[src/rtl/mdr_load_unit.sv]
// Memory data register: issues a load wait, captures mem_data on mem_valid and extracts/extends the addressed field.
// Result lands on the falling edge that samples mem_valid; no backpressure, the unit waits in WAIT until valid, flush or timeout.
module mdr_load_unit #(
  parameter int BUS_WIDTH      = 32,
  parameter int OFF_W          = 2,
  parameter int TIMEOUT_CYCLES = 16,
  parameter int TMR_W          = 8
) (
  input  logic                 clk,
  input  logic                 rst,
  input  logic                 start,
  input  logic [2:0]           funct3,
  input  logic [OFF_W-1:0]     addr_lo,
  input  logic                 flush,
  input  logic [BUS_WIDTH-1:0] mem_data,
  input  logic                 mem_valid,
  output logic [BUS_WIDTH-1:0] data_out,
  output logic [BUS_WIDTH-1:0] raw_out,
  output logic                 busy,
  output logic                 data_valid,
  output logic                 done,
  output logic                 err_align,
  output logic                 err_timeout
);

  localparam logic [1:0] S_IDLE = 2'd0;
  localparam logic [1:0] S_WAIT = 2'd1;
  localparam logic [1:0] S_HOLD = 2'd2;

  localparam logic [TMR_W-1:0] TMO_LAST =
    (TIMEOUT_CYCLES == 0) ? '0 : TMR_W'(TIMEOUT_CYCLES - 1);

  logic [1:0]           state;
  logic [2:0]           f3_q;
  logic [OFF_W-1:0]     off_q;
  logic [TMR_W-1:0]     cnt;
  logic                 illegal;
  logic [BUS_WIDTH-1:0] shifted;
  logic [BUS_WIDTH-1:0] ext;
  logic [7:0]           fld_b;
  logic [15:0]          fld_h;
  logic [31:0]          fld_w;

  assign busy       = (state == S_WAIT);
  assign data_valid = (state == S_HOLD);

  // Alignment is judged on the live request, before anything is latched.
  always_comb begin
    illegal = 1'b0;
    case (funct3)
      3'b000, 3'b100: illegal = 1'b0;
      3'b001, 3'b101: illegal = addr_lo[0];
      3'b010:         illegal = (addr_lo[1:0] != 2'b00);
      3'b110:         illegal = (BUS_WIDTH == 32) || (addr_lo[1:0] != 2'b00);
      3'b011:         illegal = (BUS_WIDTH == 32) || (addr_lo != '0);
      default:        illegal = 1'b1;
    endcase
  end

  assign shifted = mem_data >> {off_q, 3'b000};
  assign fld_b   = shifted[7:0];
  assign fld_h   = shifted[15:0];
  assign fld_w   = shifted[31:0];

  always_comb begin
    ext = shifted;
    case (f3_q)
      3'b000:  ext = BUS_WIDTH'($signed(fld_b));
      3'b001:  ext = BUS_WIDTH'($signed(fld_h));
      3'b010:  ext = BUS_WIDTH'($signed(fld_w));
      3'b100:  ext = BUS_WIDTH'(fld_b);
      3'b101:  ext = BUS_WIDTH'(fld_h);
      3'b110:  ext = BUS_WIDTH'(fld_w);
      default: ext = shifted;
    endcase
  end

  always_ff @(negedge clk or negedge rst) begin
    if (!rst) begin
      state       <= S_IDLE;
      f3_q        <= '0;
      off_q       <= '0;
      cnt         <= '0;
      data_out    <= '0;
      raw_out     <= '0;
      done        <= 1'b0;
      err_align   <= 1'b0;
      err_timeout <= 1'b0;
    end else begin
      done <= 1'b0;
      case (state)
        S_IDLE, S_HOLD: begin
          if (start) begin
            f3_q        <= funct3;
            off_q       <= addr_lo;
            cnt         <= '0;
            err_timeout <= 1'b0;
            err_align   <= illegal;
            state       <= illegal ? S_IDLE : S_WAIT;
          end
        end
        S_WAIT: begin
          if (flush) begin
            state <= S_IDLE;
          end else if (mem_valid) begin
            raw_out  <= mem_data;
            data_out <= ext;
            done     <= 1'b1;
            state    <= S_HOLD;
          end else if ((TIMEOUT_CYCLES != 0) && (cnt == TMO_LAST)) begin
            err_timeout <= 1'b1;
            state       <= S_IDLE;
          end else begin
            cnt <= cnt + TMR_W'(1);
          end
        end
        default: state <= S_IDLE;
      endcase
    end
  end

endmodule

[config.mk]
export PLATFORM = sky130hd
export DESIGN_NAME = mdr_load_unit
export DESIGN_NICKNAME = d
export VERILOG_FILES = /design/src/rtl/mdr_load_unit.sv
export SDC_FILE = /design/constraint.sdc
export NUM_CORES = 1
export LEC_CHECK = 0
export BUFFER_PORTS_ARGS = -buffer_cell sky130_fd_sc_hd__clkbuf_2
export CORE_MARGIN = 5
export CORE_UTILIZATION = 55
export DETAILED_ROUTE_END_ITERATION = 7
export PLACE_DENSITY_LB_ADDON = 0.08
export SYNTH_ARGS = -nofsm -noshare
export SYNTH_HDL_FRONTEND = slang
export SYNTH_SLANG_ARGS = --single-unit
[constraint.sdc]
create_clock -name clk -period 5.1 [get_ports clk]
set_input_delay 0.255 -clock clk [delete_from_list [all_inputs] [get_ports clk]]
set_output_delay 0.255 -clock clk [all_outputs]
set_load 0.05 [all_outputs]
# Yosys cells after proc, flatten, opt, wreduce, memory -nomap -nowiden
# Index checks and enable logic that the tools add are counted.
dict set report word_totals {
  input_bits 42
  output_inout_bits 69
  memories 0
  mem_bits_ro 0
  elab_cells 62
  latchBits 0
  regBits 82
  ramBits 0
}
dict set report classes {
  n_addsub 1
  order_cmp 0
  n_eq_ne 16
  reduce_logical 13
  multipliers 0
  n_mux 21
  shifts 1
  bitwise 1
  div_mod_pow 0
}
# operator count
set op_table {}
lappend op_table {{$pmux W32 S4} 1}
lappend op_table {{$mux W8} 4}
lappend op_table {{$shr A32 B5 Y32} 1}
lappend op_table {{$pmux W8 S2} 1}
lappend op_table {{$eq A3 B3 Y1 const B} 4}
lappend op_table {{$reduce_and A5 Y1} 2}
lappend op_table {{$add A8 B1 Y8 const B} 1}
lappend op_table {{$eq A8 B4 Y1 const B} 1}
lappend op_table {{$mux W1} 8}
lappend op_table {{$mux W2} 4}
lappend op_table {{$ne A2 B2 Y1 const B} 4}
lappend op_table {{$eq A3 B1 Y1 const B} 2}
lappend op_table {{$logic_not A3 Y1} 2}
lappend op_table {{$reduce_or A2 Y1} 3}
lappend op_table {{$ne A4 B3 Y1 const B} 1}
lappend op_table {{$pmux W2 S2} 1}
lappend op_table {{$reduce_and A2 Y1} 2}
lappend op_table {{$reduce_bool A2 Y1} 2}
lappend op_table {{$eq A3 B2 Y1 const B} 1}
lappend op_table {{$pmux W1 S3} 1}
lappend op_table {{$reduce_and A3 Y1} 1}
lappend op_table {{$eq A2 B1 Y1 const B} 1}
lappend op_table {{$eq A2 B2 Y1 const B} 1}
lappend op_table {{$logic_not A2 Y1} 1}
lappend op_table {{other kinds (3)} 3}

# Logic depth before layout (Yosys ltp)
dict set report depth {
  depth_word 6
  mapped_depth 7
  ltp_nobuf 5
}

==> reports/results.ini <==
[floorplan]
die_w_um=92.27
core_area_sq_mm=0.006681
rows=30
start_util_pct=55.71
ios=111
die_area_sq_mm=0.008513
dieHeight_um=92.27

[sta]
hold_ws_ps=417.7
slew_violations=0
finalClockSkew_ps=4.535
setup_viol=0
worst_slack_ps=937.1
setup_tns_ps=0
rsz0062_at_grt=false
relSlewSlack_pct=30.51
hold_viol=0
worst_pin_slew_ps=1042

[route]
top_layer=met4
postRouteAntennaNets=0
drt-vias-per-instance=5.392
wl_per_cell_um=16.01
drt_iter0_drc=193
wl_met3_um=693
routed-wl-met2_mm=4.392
drt_pass1_iterations=4
drc=0
routed-via-count=3181
routed_wl_mm=9.446
drt-met1-wl_mm=4.260

[synth]
synth_nets=443
synth_cells=400
ys_seq_elements=82
synth_top_area_share_pct=55.13
synth_edf_count=0
synth_largest_area_cell=dfrtn_1
ys.flop_type=dfrtn_1
synthDistinctLibCells=35
yosysWarnings=0
ys_seq_area_share_pct=55.13
avgSynthCellArea_sq_um=9.306
async_flop_share_pct=100.0
synthTopCellsByArea=dfrtn_1, nand2_1, mux2i_1
synth_area_sq_mm=0.003722

[grt]
grt_max_degree=83
grt_pass1_vias=2974
antenna_found_initial=0
grt.overflow.total=0
grt_usage_pct=22.83
grt_pass1_wl_mm=15.28

[finish]
n_antenna_cell=0
drive_above_1_share_pct=28.24
area_delta_synth_final_pct=21.38
fill_cells=575
final_cells=590
nNetsFinal=550

[cts]
root_buffer=clkbuf_8
htreeDepth=3
cts_setup_buffers=0
tritoncts=done
clock_path_buffers=2
postCtsResizedCells=0
cts_num_sinks=82
hold_buffers=0
clkTransAtPathRegs_ps=60
clk-insertion-delay-late_ps=330
cts_buffers=9

[critical_path]
r2r_start=off_q[1]
rr_worst_depth=4
worstPathRequired_ps=2900
cp_max_fo=14
rr_endpoint=data_out[23]
reg2reg_slack_ps=2590
critPathTopFamily=simple AND/OR/NAND/NOR gates
critPathMaxStageDelay_ps=560
start_kind=input pin
end_kind=register
path_class=in -> reg
crit_buf_inv=1
arrival_ps=1960
cp_slowest_cell=or4_1
path_cells=clkbuf_2, or4b_4, a41o_1, or4_1, a21oi_1

[worst_hold_path]
hold_start=raw_out[3]
min_path_cells=2
min_to=raw_out[3]
hp-class=reg -> reg

[flow_run]
max-cap-violations=0

[power_and_ir_drop]
peakVddDrop_v=0.0003988
p_leak_nw=2.329
p_per_area_mw_per_mm2=587.9

[place]
gp_congestion=0.7858
pre_cts_slack_ps=608.8
dpl.cell_count=576
dp_hpwl_mm=6.777
port_buffers=110

[run_status]
status=finished clean

## cell type report
| class | count | area (sq um) | share of cell area (%) |
|---|---|---|---|
| clock buffer | 10 | 127.6 | 2.825 |
| multi-input combinational | 293 | 1573 | 34.81 |
| inverter | 4 | 15.01 | 0.3323 |
| tap | 80 | 100.1 | 2.215 |
| timing repair buffer | 117 | 605.6 | 13.40 |
| sequential | 82 | 2052 | 45.42 |
| clock inverter | 4 | 45.04 | 0.9970 |
## worst min-delay path, delay by kind of cell, from the launching register on
kind | cells | cell delay, ps
DFF | 1 | 400
and+or+nand+nor | 2 | 100
## state kept, by name (all words and copies together), names as in the netlist
| register | count |
|---|---|
| raw_out | 32 |
| state | 2 |
| err_timeout | 1 |
| done | 1 |
| cnt | 8 |
| off_q | 2 |
| err_align | 1 |
| data_out | 32 |
| f3_q | 3 |
## how the worst max path moves through the flow
stage	start	cells after the start	end
after floorplan	flush	4	cnt[5]
after global placement	flush	5	cnt[7]
after detailed placement	flush	5	cnt[5]
after CTS	flush	5	cnt[5]
after global routing	flush	5	cnt[5]
final	flush	5	cnt[5]
## layer usage
metal  global-route usage, %  vias up
li1                        -     1549
met1                   32.52     1527
met2                   34.37       97
met3                   6.563        8
met4                   6.064        0
met5                       0        -
## synthesized netlist by cell type, types with 2 or more instances
| library cell | n |
|---|---|
| nand2b_1 | 2 |
| inv_1 | 4 |
| o211ai_1 | 3 |
| dfrtn_1 | 82 |
| clkbuf_1 | 13 |
| nor2_1 | 36 |
| mux2_2 | 10 |
| a21oi_1 | 25 |
| nand3_1 | 4 |
| xnor2_1 | 2 |
| o31ai_1 | 5 |
| o31a_1 | 2 |
| buf_1 | 5 |
| or2_2 | 2 |
| o22a_1 | 10 |
| nor2b_1 | 11 |
| nand2_1 | 124 |
| o21ai_0 | 12 |
| mux2i_1 | 17 |
| or4_1 | 2 |
| and2_1 | 7 |
| a211oi_1 | 7 |
| buf_2 | 3 |
## report_power, final
| group | switching (mW) | internal [mW] |
|---|---|---|
| combinational | 0.947 | 0.285 |
| clock | 0.220 | 0.219 |
| sequential | 0.124 | 0.863 |
| total | 1.29 | 1.37 |
## layout by cell type, fill, tap and decap left out, types with 4 or more instances in the layout
cell and count:
o31ai_1 5, buf_4 8, nand3_1 4, clkbuf_8 9, o22a_1 10, nor2b_1 11
nand2_1 124, mux2_2 10, clkbuf_2 109, nor2_1 36, a211oi_1 7, and2_1 7
o21ai_0 12, dfrtn_1 82, a21oi_1 25, mux2i_1 17
## logic make-up after synthesis
group / Yosys count / synth area share [%]
xor gates and xnor gates: 2 / 0.4707
muxes: 27 / 7.597
adders and majority gates: 1 / 0.3361
buffers and inverters: 25 / 2.622
AOI/OAI and AO/OA: 70 / 12.03
DFF: 82 / 55.13
and+or+nand+nor: 193 / 21.82
## metrics by stage
step           total power [mW]  cell area (sq um)  utilization (%)
2_1_floorplan             1.914               3722                -
3_3_place_gp              2.214               4345            65.04
3_5_place_dp              2.233               4345            65.04
4_1_cts                   2.672               4518            67.62
5_1_grt                   2.790               4518            67.62
6_report                  2.656               4518            67.62
No activity file was read; power rests on OpenSTA's default activity.
